**src/rtl/fetch_pc_unit.sv**
```systemverilog
// fetch_pc_unit: program counter and instruction-fetch stage.
// Holds the architectural PC, which feeds the external adder.
// Issues one instruction-memory request at a time.
// Hands each fetched word to decode through a valid/ready handshake.
// Branch and jump redirects are honoured in every state.
//
// Ports:
//   Clock, Reset                   clock; asynchronous active-high reset
//   PC            out [31:0]       current PC, drives adder Input1
//   SeqPC         in  [31:0]       adder Soma (PC+4), sequential next PC
//   BranchTaken / BranchTarget     branch redirect (wins over jump)
//   Jump / JumpTarget              jump redirect
//   MemReq, MemAddr   out          one-cycle fetch request and its address
//   MemValid, MemData in           memory response
//   InstValid, Inst, InstPC  out   fetched instruction toward decode
//   InstReady     in               decode accepts the instruction
//   AddrError     out              sticky: a redirect target was misaligned
module fetch_pc_unit #(
  parameter logic [31:0] RESET_PC = 32'h0000_0000
) (
  input  logic        Clock,
  input  logic        Reset,
  output logic [31:0] PC,
  input  logic [31:0] SeqPC,
  input  logic        BranchTaken,
  input  logic [31:0] BranchTarget,
  input  logic        Jump,
  input  logic [31:0] JumpTarget,
  output logic        MemReq,
  output logic [31:0] MemAddr,
  input  logic        MemValid,
  input  logic [31:0] MemData,
  output logic        InstValid,
  output logic [31:0] Inst,
  output logic [31:0] InstPC,
  input  logic        InstReady,
  output logic        AddrError
);

  localparam int unsigned XLEN = 32;

  typedef enum logic [1:0] {S_FETCH, S_WAIT, S_HOLD} state_t;

  state_t            state_q, state_d;
  logic [XLEN-1:0]   pc_q, pc_d;
  logic              pend_v_q, pend_v_d;
  logic [XLEN-1:0]   pend_t_q, pend_t_d;
  logic              req_q, req_d;
  logic [XLEN-1:0]   addr_q, addr_d;
  logic              iv_q, iv_d;
  logic [XLEN-1:0]   inst_q, inst_d;
  logic [XLEN-1:0]   ipc_q, ipc_d;
  logic              aerr_q, aerr_d;

  // Redirect decode: branch beats jump; target is forced word-aligned.
  logic              redir;
  logic [XLEN-1:0]   redir_raw;
  logic [XLEN-1:0]   redir_tgt;
  logic              misalign;

  assign redir     = BranchTaken | Jump;
  assign redir_raw = BranchTaken ? BranchTarget : JumpTarget;
  assign redir_tgt = {redir_raw[XLEN-1:2], 2'b00};
  assign misalign  = redir & (redir_raw[1:0] != 2'b00);

  // State and output registers.
  always_ff @(posedge Clock or posedge Reset) begin
    if (Reset) begin
      state_q  <= S_FETCH;
      pc_q     <= RESET_PC;
      pend_v_q <= 1'b0;
      pend_t_q <= '0;
      req_q    <= 1'b0;
      addr_q   <= '0;
      iv_q     <= 1'b0;
      inst_q   <= '0;
      ipc_q    <= '0;
      aerr_q   <= 1'b0;
    end else begin
      state_q  <= state_d;
      pc_q     <= pc_d;
      pend_v_q <= pend_v_d;
      pend_t_q <= pend_t_d;
      req_q    <= req_d;
      addr_q   <= addr_d;
      iv_q     <= iv_d;
      inst_q   <= inst_d;
      ipc_q    <= ipc_d;
      aerr_q   <= aerr_d;
    end
  end

  // Next-state and output logic. The request pulse is registered, so it is
  // raised on the edge that enters FETCH. Out of reset, FETCH is entered
  // without a pulse, so FETCH first spends one cycle issuing it.
  always_comb begin
    state_d  = state_q;
    pc_d     = pc_q;
    pend_v_d = pend_v_q;
    pend_t_d = pend_t_q;
    req_d    = 1'b0;
    addr_d   = '0;
    iv_d     = iv_q;
    inst_d   = inst_q;
    ipc_d    = ipc_q;
    aerr_d   = aerr_q | misalign;

    case (state_q)
      S_FETCH: begin
        if (redir) begin
          pend_v_d = 1'b1;
          pend_t_d = redir_tgt;
        end
        if (!req_q) begin
          req_d  = 1'b1;
          addr_d = pc_q;
        end else begin
          state_d = S_WAIT;
        end
      end

      S_WAIT: begin
        if (redir) begin
          pend_v_d = 1'b1;
          pend_t_d = redir_tgt;
        end
        if (MemValid) begin
          if (pend_v_q || redir) begin
            // Response belongs to the abandoned path: drop it and refetch.
            pc_d     = redir ? redir_tgt : pend_t_q;
            pend_v_d = 1'b0;
            state_d  = S_FETCH;
            req_d    = 1'b1;
            addr_d   = pc_d;
          end else begin
            inst_d  = MemData;
            ipc_d   = pc_q;
            iv_d    = 1'b1;
            state_d = S_HOLD;
          end
        end
      end

      S_HOLD: begin
        if (redir) begin
          // Redirect wins over a same-cycle accept; instruction is not consumed.
          iv_d    = 1'b0;
          pc_d    = redir_tgt;
          state_d = S_FETCH;
          req_d   = 1'b1;
          addr_d  = redir_tgt;
        end else if (InstReady) begin
          iv_d    = 1'b0;
          pc_d    = SeqPC;
          state_d = S_FETCH;
          req_d   = 1'b1;
          addr_d  = SeqPC;
        end
      end

      default: begin
        state_d = S_FETCH;
      end
    endcase
  end

  assign PC        = pc_q;
  assign MemReq    = req_q;
  assign MemAddr   = addr_q;
  assign InstValid = iv_q;
  assign Inst      = inst_q;
  assign InstPC    = ipc_q;
  assign AddrError = aerr_q;

endmodule
```
**config.mk**
```make
export PLATFORM = sky130hd
export DESIGN_NAME = fetch_pc_unit
export DESIGN_NICKNAME = d
export VERILOG_FILES = /design/src/rtl/fetch_pc_unit.sv
export SDC_FILE = /design/constraint.sdc
export NUM_CORES = 1
export LEC_CHECK = 0
export CAP_MARGIN = 20
export CORE_UTILIZATION = 35
export DETAILED_ROUTE_END_ITERATION = 6
export PLACE_DENSITY = 0.76
export SYNTH_ARGS = -nofsm -noshare
export SYNTH_HDL_FRONTEND = slang
export SYNTH_SLANG_ARGS = --single-unit
```
**constraint.sdc**
```tcl
create_clock -name Clock -period 5.6 [get_ports Clock]
set_clock_uncertainty 0.1 [all_clocks]
set_input_delay 0.84 -clock Clock [delete_from_list [all_inputs] [get_ports Clock]]
set_output_delay 0.84 -clock Clock [all_outputs]
set_load 0.01 [all_outputs]
```
Word-level counts from Yosys, hierarchy flattened

Cells that the tools add are included.

Flip-flop bits (word level): 166
Input port bits: 134
Output and inout bits: 131
Word-level logic and storage cells: 65

Equality and inequality tests: 7
Multiplexer cells: 34
Bitwise logic cells: 4
Reduce and logical (&&, ||, !) cells: 10

Operator list:

| cell                                                 | number |
|---|---|
| two-way mux 32 bit                                   | 11 |
| one-hot mux 32 bit (3 select lines)                  | 1 |
| one-hot mux 32 bit (2 select lines)                  | 1 |
| two-way mux 1 bit                                    | 12 |
| two-way mux 2 bit                                    | 5 |
| inequality test 2 bit (second input constant)        | 4 |
| AND reduction 4 bit                                  | 2 |
| one-hot mux 2 bit (3 select lines)                   | 1 |
| AND reduction 3 bit                                  | 2 |
| nonzero test 2 bit                                   | 3 |
| one-hot mux 1 bit (2 select lines)                   | 2 |
| inequality test 3 bit (second input constant)        | 1 |
| one-hot mux 1 bit (3 select lines)                   | 1 |
| equality test 2 x 1 -> 1 bit (second input constant) | 1 |
| equality test 2 bit (second input constant)          | 1 |
| zero test 2 bit                                      | 1 |
| bitwise OR 1 bit                                     | 2 |
| OR reduction 2 bit                                   | 1 |
| bitwise AND 1 bit                                    | 1 |
| logical OR 1 bit                                     | 1 |
| inverter 1 bit                                       | 1 |

Longest topological paths before layout

Gate-level depths: netlist (run 1).

Word-level depth: 5
Mapped depth: 7
Gate-level depth less buffers: 4

Least setup slack after synthesis (run 1)

Ideal clock, no wire load.

Path kind: input -> register
Start point: in Jump
End point: reg inst_q[10] (netlist: Inst[10])
Library setup time: 127 ps
Arrival: 2145 ps
Data required time: 5373 ps
Setup slack: 3228 ps
Stages on the path: 7
Path buffers: 4
Cells stage by stage: buf_6 -> or2_1 -> buf_2 -> nor3_4 -> buf_6 -> buf_8 -> mux2_1

Word-level cells in the longest chain between the ends: 4

RTL lines:

| what                                 | line | source |
|---|---|---|
| from (decl)                          | 27   | `input logic Jump,` |
| bitwise OR 1 bit                     | 61   | `assign redir = BranchTaken \| Jump;` |
| logical OR 1 bit                     | 128  | `if (pend_v_q \|\| redir) begin` |
| inverter 1 bit (no source line)      | --   |  |
| AND reduction 3 bit (no source line) | --   |  |
| to (signal assigned)                 | 87   | `inst_q <= inst_d;` |
| to (decl)                            | 51   | `logic [XLEN-1:0] inst_q, inst_d;` |

Every way passes these cells.
A chain may end at the register's enable or synchronous reset.

Worst setup path in the final report (run 1)

Start point: in MemValid
End point: reg ipc_q[30] (netlist: InstPC[30])

Word-level cells in the longest chain between the ends: 1

RTL lines:

| what                                 | line | source |
|---|---|---|
| from (decl)                          | 31   | `input logic MemValid,` |
| AND reduction 3 bit (no source line) | --   |  |
| to (signal assigned)                 | 88   | `ipc_q <= ipc_d;` |
| to (decl)                            | 52   | `logic [XLEN-1:0] ipc_q, ipc_d;` |

Every way passes these cells.

==> results.json, run 1 <==
{
  "holdWs_ns": 0.3815,
  "yosys.area.top_type": "dfrtp_1",
  "grt_start_max_net_pins": 92,
  "layout_common_cells": "262 x clkdlybuf4s50_1, 166 x dfrtp_1, 131 x nand2_1, 52 x nand2b_1, 50 x a211oi_1",
  "path_clk_slew_ns": 0.07,
  "period_needed_ns": 3.077,
  "antenna_cells": 0,
  "nets": 1084,
  "drive_above_1_share": 0.1184,
  "cts_inserted_buffers": 17,
  "cpPeakStageDelay_ns": 0.58,
  "ys_ff_latch": 166,
  "gp_congestion": 0.7792,
  "die-width_um": 150.7,
  "synthCells": 712,
  "via_per_inst": 5.160,
  "path_max_fanout": 43,
  "clockBufferDepth": 2,
  "cts-root-buf": "clkbuf_16",
  "htree_levels": 4,
  "rsz0062_at_grt": "false",
  "syn_avg_cell_area_um2": 10.87,
  "status": "finished clean",
  "grt-ovfl-total": 0,
  "area_growth_pct": 43.35,
  "hold_buffers": 0,
  "via_count": 6414,
  "wire_per_inst_um": 18.21,
  "slew-limit-headroom": 0.3010,
  "io_buffers": 264,
  "initial_core_util": 0.3558,
  "drv_cap": 0,
  "crit_required_ns": 5.80,
  "dieArea_um2": 22720,
  "pin_count": 265,
  "drc": 0,
  "clock_latency_ns": 0.42,
  "yosysUniqueCellTypes": 43,
  "hpwl_um": 15820,
  "antenna_found_initial": 1,
  "ant_nets": 0,
  "tightest_slew_ns": 1.049,
  "hold_viol": 0,
  "mostFrequentLayoutCell": "clkdlybuf4s50_1",
  "grt_pass1_wl_um": 34070,
  "worstPathCellList": "clkdlybuf4s50_1 -> nand3b_2 -> nor3_4 -> buf_4 -> mux2_2",
  "cts_tree": "built",
  "final_cells": 1243,
  "placed_cells": 1211,
  "clock_sinks": 166,
  "syn-num-nets": 846,
  "arrival_ns": 3.28,
  "routed_wl_um": 22630,
  "crit_buf_inv": 2,
  "std_cell_rows": 54,
  "final_util": 0.5101,
  "period_share": 0.5495,
  "die_h_um": 150.7,
  "power_density_nw_per_um2": 448.8,
  "start_kind": "input pin",
  "synth_top_area_frac": 0.5366,
  "drtIter0Drc": 317,
  "grt_use_total": 0.1969,
  "drt_first_pass_iters": 5,
  "yosys_warnings": 0,
  "holdCritPathClass": "reg -> reg",
  "grt_pass1_vias": 6244,
  "crit_family": "buffers and inverters",
  "synth-seq-area-share": 0.5366,
  "finalMaxSlewViolations": 0,
  "cts_setup_buffers": 0,
  "rrSetupSlack_ns": 2.63,
  "fmax_mhz": 325.0,
  "cpMaxStageDelayCell": "nand3b_2",
  "path_class": "in -> reg",
  "setup_tns_ns": 0,
  "finalSetupViolCount": 0,
  "end_kind": "flop",
  "cts_resized": 0,
  "p_leak_nw": 4.786,
  "core_um2": 21760,
  "yosys-top-cells-area": "dfrtp_1 54%, nand2_1 6.4%, mux2_4 5.8%",
  "ir_drop_mv": 0.1730,
  "synth_area_um2": 7741
}
## flip-flops by register name, summed over array words and instances, names as in the netlist
register and flops:
InstValid 1, InstPC 32, PC 32, pend_t_q 32
AddrError 1, state_q 2, MemReq 1, MemAddr 32
Inst 32, pend_v_q 1
## worst register-to-register path, stage by stage (launching register included)
cell	delay, ns
dfrtp_1	0.37
buf_4	0.25
nand3b_2	0.76
nor3_4	0.34
buf_4	0.56
mux2_2	0.46
## metal layers
layer | vias to the layer above | global-route usage | routed length, um
met1 | 3122 | 0.2586 | 9732
met2 | 251 | 0.3197 | 10850
met5 | - | 0 | 13
met4 | 2 | 0.06250 | 352
li1 | 3012 | - | -
met3 | 27 | 0.04545 | 1688
## cells in the mapped netlist, drive strengths merged
| library cell | n |
|---|---|
| or3 | 1 |
| o31ai | 2 |
| a21boi | 1 |
| o22a | 2 |
| o211ai | 1 |
| and2 | 2 |
| buf | 27 |
| o22ai | 25 |
| nand3b | 2 |
| inv | 11 |
| o21ai | 33 |
| nor2b | 12 |
| a2111oi | 15 |
| clkbuf | 30 |
| or2 | 2 |
| a211oi | 50 |
| nand2b | 53 |
| clkinv | 1 |
| a221o | 1 |
| nand2 | 131 |
| nor2 | 5 |
| a32oi | 2 |
| a21oi | 28 |
| a21o | 10 |
| mux2 | 64 |
| nor3 | 5 |
| dfrtp | 166 |
| mux2i | 1 |
| a22oi | 29 |
## through the flow
step	setup WS, ns	cell area (um2)	power, W
2_1_floorplan	0.1700	7741	0.002731
3_3_place_gp	2.136	10520	0.003824
3_5_place_dp	2.092	10520	0.003879
4_1_cts	2.534	11100	0.005039
5_1_grt	2.384	11100	0.005274
6_report	2.523	11100	0.004980
## worst paths after layout
check | start | endpoint | cells after the start
max in group asynchronous | Reset | state_q[0]$_DFFE_PP0P_ | 3
worst max-delay path | MemValid | InstPC[30]$_DFFE_PP0P_ | 5
min in group asynchronous | Reset | Inst[8]$_DFFE_PP0P_ | 2
worst min register to register | pend_t_q[2]$_DFFE_PP0P_ | pend_t_q[2]$_DFFE_PP0P_ | 2
worst max register to register | state_q[1]$_DFFE_PP0P_ | InstPC[30]$_DFFE_PP0P_ | 5
worst min-delay path | pend_t_q[2]$_DFFE_PP0P_ | pend_t_q[2]$_DFFE_PP0P_ | 2
## area by class of cell
class                   count  area [um2]
fillers                  1903       10660
flip-flops and latches    166        4154
multi-input cells         477        3241
repair buffers            276        2723
clock buffers              17       425.4
well taps                 280       350.3
clock inverters            15       153.9
inverters                  12       50.05
## cells by family (layout without fill, tap and decap cells)
family / count (synthesis) / after routing / synth area share
buffers and inverters: 69 / 320 / 0.04768
flip-flops: 166 / 166 / 0.5366
multiplexers: 65 / 65 / 0.1089
AND/OR/NAND/NOR: 213 / 213 / 0.1309
AO/OA/AOI/OAI: 199 / 199 / 0.1759
## power breakdown
part           switching, W  total, W  leakage (nW)  internal (W)
clock network      0.000552   0.00115         0.284      0.000597
registers          0.000288   0.00192          2.11       0.00163
logic              0.000795   0.00191          2.39       0.00111
Power figures use the tool's default switching activity.
==> inputs of run 2 (changes only) <==
--- a/config.mk
+++ b/config.mk
@@ -8,7 +8,7 @@
 export CAP_MARGIN = 20
 export CORE_UTILIZATION = 35
 export DETAILED_ROUTE_END_ITERATION = 6
-export PLACE_DENSITY = 0.76
+export PLACE_DENSITY = 0.73
 export SYNTH_ARGS = -nofsm -noshare
 export SYNTH_HDL_FRONTEND = slang
 export SYNTH_SLANG_ARGS = --single-unit
==> constraint.sdc (replaced) <==
create_clock -name Clock -period 2.89 [get_ports Clock]
set_clock_uncertainty 0.1 [all_clocks]
set_input_delay 0.4335 -clock Clock [delete_from_list [all_inputs] [get_ports Clock]]
set_output_delay 0.4335 -clock Clock [all_outputs]
set_load 0.01 [all_outputs]
==> run 2 against run 1 <==
Non-clock buffer count grew 15. Sequential share of layout area shrank 0.87 points. Sequential power grew 93%. First-iteration DRC count grew 28%. Utilization grew 1.2 points. Critical path depth shrank 1. Final cell count grew 1.1%. Design area grew 2.4%. Highest routed layer is now met4.
==> results.json, run 2 (same netlist as run 1, synthesis figures left out) <==
{
  "power_density_nw_per_um2": 860.9,
  "grt-ovfl-total": 0,
  "period_needed_ns": 2.196,
  "cts_inserted_buffers": 17,
  "via_count": 6551,
  "path_max_fanout": 22,
  "crit_required_ns": 3.10,
  "cts-root-buf": "clkbuf_16",
  "clock_sinks": 166,
  "power_switching_share": 0.3163,
  "routed_wl_um": 23260,
  "core_um2": 21760,
  "drc": 0,
  "cts_setup_buffers": 0,
  "p_total_w": 0.009782,
  "period_share": 0.7598,
  "drv_cap": 0,
  "arrival_ns": 2.40,
  "grt_use_total": 0.2088,
  "power.internal_w": 0.006688,
  "hold_buffers": 0,
  "drtIter0Drc": 407,
  "initial_core_util": 0.3558,
  "worstPathCellList": "nand3b_2 -> nor3_4 -> buf_12 -> mux2_2",
  "clkPwrFrac": 0.235,
  "cpPeakStageDelay_ns": 0.50,
  "grt_pass1_vias": 6488,
  "combinationalPowerShare": 0.385,
  "p_sw_w": 0.003094,
  "cts_resized": 0,
  "end_kind": "flop",
  "rr_worst_depth": 4,
  "io_buffers": 264,
  "htree_levels": 4,
  "die-width_um": 150.7,
  "slew-limit-headroom": 0.4931,
  "hold_viol": 0,
  "status": "finished clean",
  "std_cell_rows": 54,
  "ir_drop_mv": 0.3523,
  "drt_first_pass_iters": 5,
  "fmax_mhz": 455.4,
  "p_leak_nw": 4.907,
  "gp_congestion": 0.7615,
  "start_kind": "flop",
  "ant_nets": 0,
  "grt_start_max_net_pins": 101,
  "antenna_cells": 0,
  "grt_pass1_wl_um": 36060,
  "nets": 1099,
  "path_clk_slew_ns": 0.07,
  "clock_latency_ns": 0.42,
  "pin_count": 265,
  "area_growth_pct": 46.77,
  "holdWs_ns": 0.3499,
  "rsz0062_at_grt": "false",
  "hpwl_um": 16480,
  "path_class": "reg -> reg",
  "finalSetupViolCount": 0,
  "clockBufferDepth": 2,
  "finalMaxSlewViolations": 0,
  "via_per_inst": 5.212,
  "tightest_slew_ns": 0.7604,
  "layout_common_cells": "262 x clkdlybuf4s50_1, 166 x dfrtp_1, 131 x nand2_1, 51 x nand2b_1, 50 x a211oi_1",
  "dieArea_um2": 22720,
  "seqPwrFrac": 0.380,
  "wire_per_inst_um": 18.50,
  "holdCritPathClass": "in -> async",
  "cts_tree": "built",
  "setup_tns_ns": 0,
  "die_h_um": 150.7,
  "rrSetupSlack_ns": 0.69,
  "mostFrequentLayoutCell": "clkdlybuf4s50_1",
  "drive_above_1_share": 0.1320,
  "cpMaxStageDelayCell": "dfrtp_1",
  "antenna_found_initial": 0
}
-- run 2: worst paths after layout --
kind	from	end
max	state_q[1]$_DFFE_PP0P_	InstPC[23]$_DFFE_PP0P_
min	Reset	InstPC[27]$_DFFE_PP0P_
max reg2reg	state_q[1]$_DFFE_PP0P_	InstPC[23]$_DFFE_PP0P_
min reg2reg	pend_t_q[5]$_DFFE_PP0P_	pend_t_q[5]$_DFFE_PP0P_
max in group asynchronous	Reset	Inst[27]$_DFFE_PP0P_
min in group Clock	pend_t_q[5]$_DFFE_PP0P_	pend_t_q[5]$_DFFE_PP0P_
-- run 2: final cells by class --
type                       instances  area [um2]
clock buffer                      18       439.2
clock inverter                    13       148.9
fill                            1896       10390
inverter                          12       48.80
multi-input combinational        477        3248
sequential                       166        4154
tap                              280       350.3
timing repair buffer             291        2973
-- run 2: worst max-delay path: cells and delay by family (launching register included) --
family	cells	cell delay [ns]
and+or+nand+nor	2	0.83
buffers and inverters	1	0.26
muxes	1	0.36
DFF	1	0.50
-- run 2: power by group through the flow --
| stage | Sequential, W | Combinational, W | Clock (W) |
|---|---|---|---|
| 2_1_floorplan | 0.00404 | 0.00125 | 0 |
| 3_3_place_gp | 0.00375 | 0.00373 | 0 |
| 3_5_place_dp | 0.00376 | 0.00380 | 0 |
| 4_1_cts | 0.00373 | 0.00381 | 0.00236 |
| 5_1_grt | 0.00384 | 0.00408 | 0.00246 |
| 6_report | 0.00371 | 0.00377 | 0.00230 |
-- run 2: per-stage QoR --
stage          cells  utilization  worst slack (ns)  instance area [um2]
2_1_floorplan    712            -            0.2437                 7745
3_3_place_gp    1226       0.4952            0.4206                10770
3_5_place_dp    1226       0.4952            0.3723                10770
4_1_cts         1257       0.5223            0.6940                11360
5_1_grt         1257       0.5223            0.5428                11360
6_report        1257       0.5223            0.6942                11360
-- run 2: metal layers --
metal | GRT usage | wire, um | up-vias
met5 | 0 | 0 | -
met4 | 0.05800 | 319 | 0
met3 | 0.05515 | 1953 | 26
met2 | 0.3383 | 11100 | 267
met1 | 0.2734 | 9885 | 3221
li1 | - | - | 3037
==> inputs of run 3 (changes only) <==
--- a/config.mk
+++ b/config.mk
@@ -8,7 +8,7 @@
 export CAP_MARGIN = 20
 export CORE_UTILIZATION = 35
 export DETAILED_ROUTE_END_ITERATION = 6
-export PLACE_DENSITY = 0.73
+export PLACE_DENSITY = 0.76
 export SYNTH_ARGS = -nofsm -noshare
 export SYNTH_HDL_FRONTEND = slang
 export SYNTH_SLANG_ARGS = --single-unit
==> constraint.sdc (replaced) <==
create_clock -name Clock -period 1.8 [get_ports Clock]
set_clock_uncertainty 0.1 [all_clocks]
set_input_delay 0.27 -clock Clock [delete_from_list [all_inputs] [get_ports Clock]]
set_output_delay 0.27 -clock Clock [all_outputs]
set_load 0.01 [all_outputs]
==> run 3 against run 2 <==
The flow now finishes with violations (setup timing). Final cell count rose by 4.6%. Global-route usage rose by 0.42 points. Setup slack got worse by 0.74 ns. Die area did not move. Total power rose by 66%. Non-clock buffer count rose by 56. Combinational power rose by 74%. Sequential cell count did not move. Largest power group unchanged.
==> results.json, run 3 (same netlist as run 1, synthesis figures left out) <==
{
  "std_cell_rows": 54,
  "antenna_found_initial": 0,
  "startpoint": "state_q[0]$_DFFE_PP0P_",
  "start_kind": "flop",
  "clock_latency_ns": 0.43,
  "pin_count": 265,
  "p_total_w": 0.01621,
  "ir_drop_mv": 0.5958,
  "dieArea_um2": 22720,
  "grt-ovfl-total": 0,
  "holdCritPathClass": "in -> async",
  "p_leak_nw": 5.360,
  "core_um2": 21760,
  "die-width_um": 150.7,
  "violations": "setup timing",
  "initial_core_util": 0.3558,
  "mostFrequentLayoutCell": "clkdlybuf4s50_1",
  "end_kind": "flop",
  "wire_per_inst_um": 18.96,
  "clockBufferDepth": 2,
  "place_ws_ns": -0.3473,
  "nets": 1156,
  "fill_cells": 1792,
  "final_util": 0.5541,
  "grt_start_max_net_pins": 65,
  "cts-root-buf": "clkbuf_16",
  "drive_above_1_share": 0.2000,
  "fmax_mhz": 543.0,
  "period_needed_ns": 1.842,
  "drc": 0,
  "drtIter0Drc": 351,
  "clock_sinks": 166,
  "design_area_um2": 12050,
  "arrival_ns": 2.06,
  "routed_wl_um": 24940,
  "holdWs_ns": 0.2226,
  "status": "complete, but fails checks",
  "crit_required_ns": 2.02,
  "placed_area_um2": 11040,
  "grt_use_total": 0.2130,
  "antenna_cells": 0,
  "cp-endpoint": "MemAddr[3]$_DFF_PP0_",
  "cts_inserted_buffers": 17,
  "r2r-start": "state_q[0]$_DFFE_PP0P_",
  "tightest_slew_ns": 0.8616,
  "setup_slack_ns": -0.04156,
  "grt_pass1_vias": 6650,
  "power_density_nw_per_um2": 1345,
  "path_class": "reg -> reg",
  "via_count": 6823,
  "finalMaxSlewViolations": 0,
  "finalSetupViolCount": 3,
  "htree_levels": 4,
  "rrSetupSlack_ns": -0.04,
  "layout_common_cells": "246 x clkdlybuf4s50_1, 165 x dfrtp_1, 131 x nand2_1, 68 x buf_4, 51 x nand2b_1",
  "path_clk_slew_ns": 0.07,
  "ant_nets": 0,
  "r2r_end": "MemAddr[3]$_DFF_PP0_",
  "area_growth_pct": 55.71,
  "period_share": 1.023,
  "gp_congestion": 0.8397,
  "cts_tree": "built",
  "slew-limit-headroom": 0.4244,
  "drv_cap": 0,
  "die_h_um": 150.7,
  "path_max_fanout": 8,
  "drt_first_pass_iters": 7,
  "rsz0062_at_grt": "true",
  "via_per_inst": 5.189,
  "grt_pass1_wl_um": 36450,
  "io_buffers": 264,
  "hold_viol": 0,
  "hpwl_um": 17450,
  "rr_worst_depth": 6
}
[run 3: cell types whose count changed in the layout (fill, tap and decap cells not counted), sizes merged]
cell / delta
buf: +56
dlymetal6s2s: +9
inv: -1
bufinv: -1
clkinvlp: +1
dlygate4sd2: +7
clkbuf: +1
o22a: +1
clkinv: +1
clkdlybuf4s50: -16
[run 3: metal layers]
| metal | GRT usage | up-vias | share of wire |
|---|---|---|---|
| li1 | - | 3156 | - |
| met1 | 0.2702 | 3378 | 0.41 |
| met2 | 0.3635 | 264 | 0.50 |
| met3 | 0.04697 | 25 | 0.077 |
| met4 | 0.05800 | 0 | 0.013 |
| met5 | 0 | - | 0 |
[run 3: how the worst min path moves through the flow]
stage | end | slack (ns) | cells past startpoint
after global routing | InstPC[28]$_DFFE_PP0P_ | 0.25 | 3
final | PC[12]$_DFFE_PP0P_ | 0.22 | 3
after floorplan | Inst[10]$_DFFE_PP0P_ | 0.30 | 1
after detailed placement | pend_t_q[6]$_DFFE_PP0P_ | 0.37 | 2
after global placement | pend_t_q[4]$_DFFE_PP0P_ | 0.36 | 2
after CTS | PC[12]$_DFFE_PP0P_ | 0.22 | 3
[run 3: power breakdown]
| group | internal [W] | switching [W] |
|---|---|---|
| clock | 0.00202 | 0.00165 |
| sequential | 0.00509 | 0.000895 |
| combinational | 0.00386 | 0.00270 |
| total | 0.0110 | 0.00525 |
[run 3: through the flow]
step,setup TNS (ns),instances
after global placement,-22.52,1267
final,-0.07287,1315
after floorplan,-113.34,712
after CTS,-0.6386,1301
after detailed placement,-27.67,1267
after global routing,-3.005,1315
[run 3: final cells by class]
| class | count | area [um2] | area share |
|---|---|---|---|
| Inverter | 12 | 48.80 | 0.004048 |
| Clock buffer | 19 | 452.9 | 0.03758 |
| Tap cell | 280 | 350.3 | 0.02906 |
| Sequential cell | 166 | 4155 | 0.3447 |
| Multi-Input combinational cell | 478 | 3478 | 0.2886 |
| Clock inverter | 13 | 143.9 | 0.01194 |
| Timing Repair Buffer | 347 | 3425 | 0.2841 |
[run 3: worst max-delay path: stages, from the launching register on]
cell	delay, ns
dfrtp_1	0.43
nand2b_4	0.26
a2111oi_2	0.40
buf_4	0.18
a2111oi_2	0.04
buf_4	0.16
a21o_1	0.15
[run 3: repair_timing]
action                     CTS  global route
pin swaps                    1             3
hold buffers                 0             0
setup endpoints to repair   77           126
setup buffers                1            15
gates cloned                 1             1
resized for setup           22            49
